`src/rtl/posi_satd_cost_accum.sv`:
```
// SATD cost accumulator: |coef| sums per beat, per-sub-block normalisation, per-block cost.
// Latency: last beat accepted in cycle T -> cost_val_o pulses in cycle T+2.
// Backpressure: none; every val_i beat is accepted (clear_i drops a coincident beat).
module posi_satd_cost_accum #(
  parameter int COEF_WIDTH = 15,
  parameter int COST_WIDTH = 24
) (
  input  logic                    clk,
  input  logic                    rst,
  input  logic [1:0]              size_i,
  input  logic                    clear_i,
  input  logic                    val_i,
  input  logic [COEF_WIDTH*8-1:0] dat_i,
  output logic                    cost_val_o,
  output logic [COST_WIDTH-1:0]   cost_o
);

  localparam logic [1:0] SIZE_04 = 2'd0;
  localparam logic [1:0] SIZE_08 = 2'd1;
  localparam logic [1:0] SIZE_16 = 2'd2;
  localparam logic [1:0] SIZE_32 = 2'd3;

  // One beat sums 8 magnitudes; one 8x8 sub-block sums 8 beats.
  localparam int SUM_W = COEF_WIDTH + 3;
  localparam int SUB_W = COEF_WIDTH + 6;

  // Beat counter and latched block size
  logic [6:0]             cnt_q, cnt_d;
  logic [1:0]             size_q, size_d;
  // Stage A registers
  logic                   a_vld_q, a_vld_d;
  logic [SUM_W-1:0]       a_sum_q, a_sum_d;
  logic                   a_sub_end_q, a_sub_end_d;
  logic                   a_blk_end_q, a_blk_end_d;
  logic                   a_half_q, a_half_d;
  // Stage B registers
  logic [SUB_W-1:0]       sub_acc_q, sub_acc_d;
  logic [COST_WIDTH-1:0]  blk_acc_q, blk_acc_d;
  logic                   cost_val_q, cost_val_d;
  logic [COST_WIDTH-1:0]  cost_q, cost_d;

  // Combinational helpers
  logic [COEF_WIDTH-1:0]  mag [8];
  logic [SUM_W-1:0]       beat_sum;
  logic                   accept;
  logic [1:0]             size_eff;
  logic [6:0]             last_idx;
  logic                   sub_end;
  logic                   blk_end;
  logic [SUB_W-1:0]       sub_sum;
  logic [SUB_W:0]         sub_rnd;
  logic [COST_WIDTH-1:0]  sub_norm;
  logic [COST_WIDTH-1:0]  blk_sum;

  // Magnitude as an unsigned COEF_WIDTH value, so the most negative code maps to 2^(COEF_WIDTH-1).
  for (genvar k = 0; k < 8; k++) begin : g_mag
    logic [COEF_WIDTH-1:0] coef;
    assign coef   = dat_i[(7-k)*COEF_WIDTH +: COEF_WIDTH];
    assign mag[k] = coef[COEF_WIDTH-1] ? (~coef + 1'b1) : coef;
  end

  // Sum of the eight lane magnitudes for the incoming beat.
  always_comb begin
    beat_sum = '0;
    for (int k = 0; k < 8; k++) begin
      beat_sum = beat_sum + SUM_W'(mag[k]);
    end
  end

  // Block framing: size is taken from size_i on the first beat, from the latch afterwards.
  always_comb begin
    accept   = val_i & ~clear_i;
    size_eff = (cnt_q == '0) ? size_i : size_q;
    case (size_eff)
      SIZE_04: last_idx = 7'd1;
      SIZE_08: last_idx = 7'd7;
      SIZE_16: last_idx = 7'd31;
      SIZE_32: last_idx = 7'd127;
      default: last_idx = 7'd127;
    endcase
    sub_end = (size_eff == SIZE_04) ? cnt_q[0] : (cnt_q[2:0] == 3'b111);
    blk_end = (cnt_q == last_idx);
  end

  // Next-state for the beat counter, size latch and Stage A.
  always_comb begin
    cnt_d       = cnt_q;
    size_d      = size_q;
    a_vld_d     = 1'b0;
    a_sum_d     = a_sum_q;
    a_sub_end_d = a_sub_end_q;
    a_blk_end_d = a_blk_end_q;
    a_half_d    = a_half_q;
    if (clear_i) begin
      cnt_d = '0;
    end else if (accept) begin
      cnt_d       = blk_end ? 7'd0 : cnt_q + 7'd1;
      a_vld_d     = 1'b1;
      a_sum_d     = beat_sum;
      a_sub_end_d = sub_end;
      a_blk_end_d = blk_end;
      a_half_d    = (size_eff == SIZE_04);
      if (cnt_q == '0) begin
        size_d = size_i;
      end
    end
  end

  // Stage B: sub-block and block accumulation with rounding normalisation.
  always_comb begin
    sub_sum    = sub_acc_q + SUB_W'(a_sum_q);
    sub_rnd    = a_half_q ? (({1'b0, sub_sum} + 1'b1) >> 1) : (({1'b0, sub_sum} + 2'd2) >> 2);
    sub_norm   = COST_WIDTH'(sub_rnd);
    blk_sum    = blk_acc_q + sub_norm;
    sub_acc_d  = sub_acc_q;
    blk_acc_d  = blk_acc_q;
    cost_val_d = 1'b0;
    cost_d     = cost_q;
    if (clear_i) begin
      sub_acc_d = '0;
      blk_acc_d = '0;
    end else if (a_vld_q) begin
      if (a_sub_end_q) begin
        sub_acc_d = '0;
        if (a_blk_end_q) begin
          blk_acc_d  = '0;
          cost_d     = blk_sum;
          cost_val_d = 1'b1;
        end else begin
          blk_acc_d = blk_sum;
        end
      end else begin
        sub_acc_d = sub_sum;
      end
    end
  end

  // All state registers, cleared asynchronously.
  always_ff @(posedge clk or posedge rst) begin
    if (rst) begin
      cnt_q       <= '0;
      size_q      <= '0;
      a_vld_q     <= 1'b0;
      a_sum_q     <= '0;
      a_sub_end_q <= 1'b0;
      a_blk_end_q <= 1'b0;
      a_half_q    <= 1'b0;
      sub_acc_q   <= '0;
      blk_acc_q   <= '0;
      cost_val_q  <= 1'b0;
      cost_q      <= '0;
    end else begin
      cnt_q       <= cnt_d;
      size_q      <= size_d;
      a_vld_q     <= a_vld_d;
      a_sum_q     <= a_sum_d;
      a_sub_end_q <= a_sub_end_d;
      a_blk_end_q <= a_blk_end_d;
      a_half_q    <= a_half_d;
      sub_acc_q   <= sub_acc_d;
      blk_acc_q   <= blk_acc_d;
      cost_val_q  <= cost_val_d;
      cost_q      <= cost_d;
    end
  end

  assign cost_val_o = cost_val_q;
  assign cost_o     = cost_q;

endmodule

```
`config.mk`:
```
export PLATFORM = sky130hd
export DESIGN_NAME = posi_satd_cost_accum
export DESIGN_NICKNAME = d
export VERILOG_FILES = /design/src/rtl/posi_satd_cost_accum.sv
export SDC_FILE = /design/constraint.sdc
export NUM_CORES = 1
export LEC_CHECK = 0
export CORE_UTILIZATION = 40
export CTS_CLUSTER_SIZE = 28
export DETAILED_ROUTE_END_ITERATION = 10
export DONT_BUFFER_PORTS = 1
export SKIP_CTS_REPAIR_TIMING = 1
export SYNTH_ARGS = -nofsm -noshare
export SYNTH_HDL_FRONTEND = slang
export SYNTH_SLANG_ARGS = --single-unit
```
`constraint.sdc`:
```
create_clock -name clk -period 5.8 [get_ports clk]
set_clock_uncertainty 0.2 [all_clocks]
set_input_delay 0.29 -clock clk [delete_from_list [all_inputs] [get_ports clk]]
set_output_delay 0.29 -clock clk [all_outputs]
set_load 0.005 [all_outputs]
```
==> results.sh <==
export IMPL_status="finished, final reports clean"
export IMPL_placedCellCount=1683
export IMPL_wl_per_cell_um=16.0
export IMPL_final_common_cell="nand2_1"
export IMPL_muxShareOfSynthArea_pct=0.710
export IMPL_slowest_delay_ps=580
export IMPL_drt_first_iter_violations=489
export IMPL_setup_worst_path_start_class="flop"
export IMPL_grt_max_degree=53
export IMPL_rows=61
export IMPL_hold_viol_final=0
export IMPL_final_cells=1707
export IMPL_ctsHtreeMaxLevel=3
export IMPL_p_leak_nw=5.35
export IMPL_diodes=0
export IMPL_synth_flop_cell="dfrtp_1"
export IMPL_synth_sequential_area_ratio_pct=22.1
export IMPL_synth_top_family_by_area="adder cells"
export IMPL_dieArea_sq_um=29300
export IMPL_grt_pass1_vias=9282
export IMPL_cts_tree="yes"
export IMPL_synth_simple_gate_area_share_pct=17.5
export IMPL_synthAdderAreaFrac_pct=23.5
export IMPL_reg2reg_depth=18
export IMPL_maxCapViolCount=0
export IMPL_worst_path_stages=18
export IMPL_synth_xor_area_share_pct=13.4
export IMPL_grt_antenna_before_repair=0
export IMPL_synth_avg_cell_area_sq_um=8.71
export IMPL_core_area_sq_um=28000
export IMPL_syn_nets=1602
export IMPL_fin_crit_sh_pct=95.9
export IMPL_synth_enable_flop_cells=0
export IMPL_clk_path_buf_depth=2
export IMPL_period_minus_slack_ps=5560
export IMPL_critical_path_slowest_cell="or4bb_4"
export IMPL_port_buffer_count=0
export IMPL_drt_pass1_iterations=5
export IMPL_cts_sinks=101
export IMPL_slew_headroom_pct=32.5
export IMPL_hp_class="primary input to flop"
export IMPL_dp_hpwl_um=22500
export IMPL_overflow=0
export IMPL_grt_pass1_wl_um=45300
export IMPL_ioPinCount=151
export IMPL_hold_depth=3
export IMPL_finalSetupViolCount=0
export IMPL_arrival_ps=5580
export IMPL_yosys_register_bits=101
export IMPL_irDropWorstVdd_uv=340
export IMPL_place_ws_ps=4.15
export IMPL_synth_top_area_share_pct=22.1
export IMPL_layout_nets=1611
export IMPL_track_usage_pct=19.4
export IMPL_slew_violations=0
export IMPL_root_buffer="clkbuf_16"
export IMPL_clk_insertion_delay_late_ps=360
export IMPL_post_route_cell_area_sq_um=12400
export IMPL_async_flop_share_pct=100
export IMPL_synthTopCellsByArea="dfrtp_1, fa_1, xnor2_1, ha_1, nand2_1"
export IMPL_fp_dieW_um=171
export IMPL_ant_nets=0
export IMPL_syn_area_sq_um=11500
export IMPL_path_cells="ha_1 -> fa_2 -> a211o_1 -> a2111oi_4 -> o21ai_2 -> nand4_1 -> or4bb_4 -> nand2b_1 -> nor4_2 -> xor2_1 -> mux2i_1 -> ha_1 -> a21oi_1 -> or3b_2 -> o21ai_1 -> o21ai_0 -> xnor2_1 -> o21ai_0"
export IMPL_worst_slack_ps=236
export IMPL_area_growth_syn_to_layout_pct=8.44
export IMPL_syn_inst=1315
export IMPL_drive_gt1_share_pct=6.17
export IMPL_die_height_um=171
export IMPL_fmax_ghz=0.180
export IMPL_worstPathMaxFanout=5
export IMPL_initial_core_util_pct=40.9
export IMPL_final_util_pct=44.4
export IMPL_synth_top_area_cell="dfrtp_1"
export IMPL_cts_buffers=9
export IMPL_worstPathRequired_ps=5810
export IMPL_yosysUniqueCellTypes=67
export IMPL_tightest_slew_ps=1010
export IMPL_vias=9290
export IMPL_wl_um=27300
export IMPL_globalplace_congestion=0.883
export IMPL_power_density_nw_per_um2=490
export IMPL_drc=0
export IMPL_worstSetupPathType="flop to flop"
export IMPL_synth_compound_area_share_pct=18.7
export IMPL_end_kind="flop"
export IMPL_cts_clk_slew_worst_paths_ps=80
export IMPL_placed_area_sq_um=12000
export IMPL_yosysWarnings=0
export IMPL_crit_buf_inv=0
export IMPL_final_cell_mix="nand2_1, o21ai_0, xnor2_1"
export IMPL_critPathTopFamily="compound AO/OA/AOI/OAI gates"
export IMPL_via_per_inst=5.44
[cell usage after synthesis, types with 10 or more instances]
cell type and instances:
a22o_1 21, a21o_1 18, o211ai_1 11, nand2b_1 18, nand3_1 27, nand2_1 182
ha_1 70, nor3_1 24, a21oi_1 51, o21ai_0 131, nor2b_1 14, dfrtp_1 101
xor2_1 69, nor2_1 63, o41ai_1 17, xnor2_1 104, or3_1 10, o31ai_1 27
nor4_1 10, clkbuf_1 32, inv_1 91, fa_1 91
[worst min-delay path: cells and delay by family]
| kind | cells | cell delay [ps] |
|---|---|---|
| AND/OR/NAND/NOR | 2 | 170 |
| AO/OA/AOI/OAI | 1 | 70 |
[per-stage QoR]
stage          hold slack [ps]  setup TNS (ps)  total power [W]
2_1_floorplan              236               0          0.00450
3_3_place_gp              86.8               0          0.00542
3_5_place_dp              92.1               0          0.00547
4_1_cts                   -302               0          0.00613
5_1_grt                   44.3           -11.4          0.00689
6_report                  25.0               0          0.00609
[state kept, by name, summed over array words and instances, names as in the netlist]
name and flops:
sub_acc_q 21, cnt_q 7, a_blk_end_q 1, a_sub_end_q 1, a_half_q 1, blk_acc_q 24
cost_val_o 1, cost_o 24, a_sum_q 18, a_vld_q 1, size_q 2
[logic make-up (layout without fill, tap and decap cells)]
logic type | count (synthesis) | count (layout)
simple gates | 412 | 412
compound gates | 334 | 334
xor+xnor | 174 | 174
fa+ha+maj | 161 | 161
buf+inv | 125 | 139
flops | 101 | 101
mux | 8 | 8
[where the power goes]
group	switching (W)	internal, W	leakage (nW)	total, W
clock network	0.000283	0.000340	0.148	0.000623
registers	0.0000895	0.000832	1.37	0.000922
logic	0.00246	0.00209	3.83	0.00455
[layer usage]
layer / vias up / routed length (um) / track usage (%)
met5: - / 0 / 0
met4: 0 / 760 / 7.18
met3: 39 / 1440 / 3.38
met2: 242 / 12800 / 32.6
met1: 4408 / 12300 / 25.0
li1: 4601 / - / -
[final timing paths]
check | from | endpoint | slack, ps
setup / recovery | a_sum_q[0]$_DFFE_PP0P_ | blk_acc_q[20]$_DFFE_PP0P_ | 240
hold / removal | clear_i | blk_acc_q[23]$_DFFE_PP0P_ | 20
setup reg to reg | a_sum_q[0]$_DFFE_PP0P_ | blk_acc_q[20]$_DFFE_PP0P_ | 240
hold reg to reg | size_q[0]$_DFFE_PP0P_ | size_q[0]$_DFFE_PP0P_ | 280
max in group asynchronous | rst | sub_acc_q[20]$_DFFE_PP0P_ | 4010
min in group asynchronous | rst | size_q[0]$_DFFE_PP0P_ | 300
[layout make-up]
cell class | count | area [sq um]
clock buffers | 10 | 229
clock inverters | 6 | 70.1
fillers | 2774 | 15600
inverters | 92 | 348
multi-input cells | 1089 | 8540
flip-flops and latches | 101 | 2530
well taps | 378 | 473
repair buffers | 31 | 240
No activity file was read; power rests on OpenSTA's default activity.
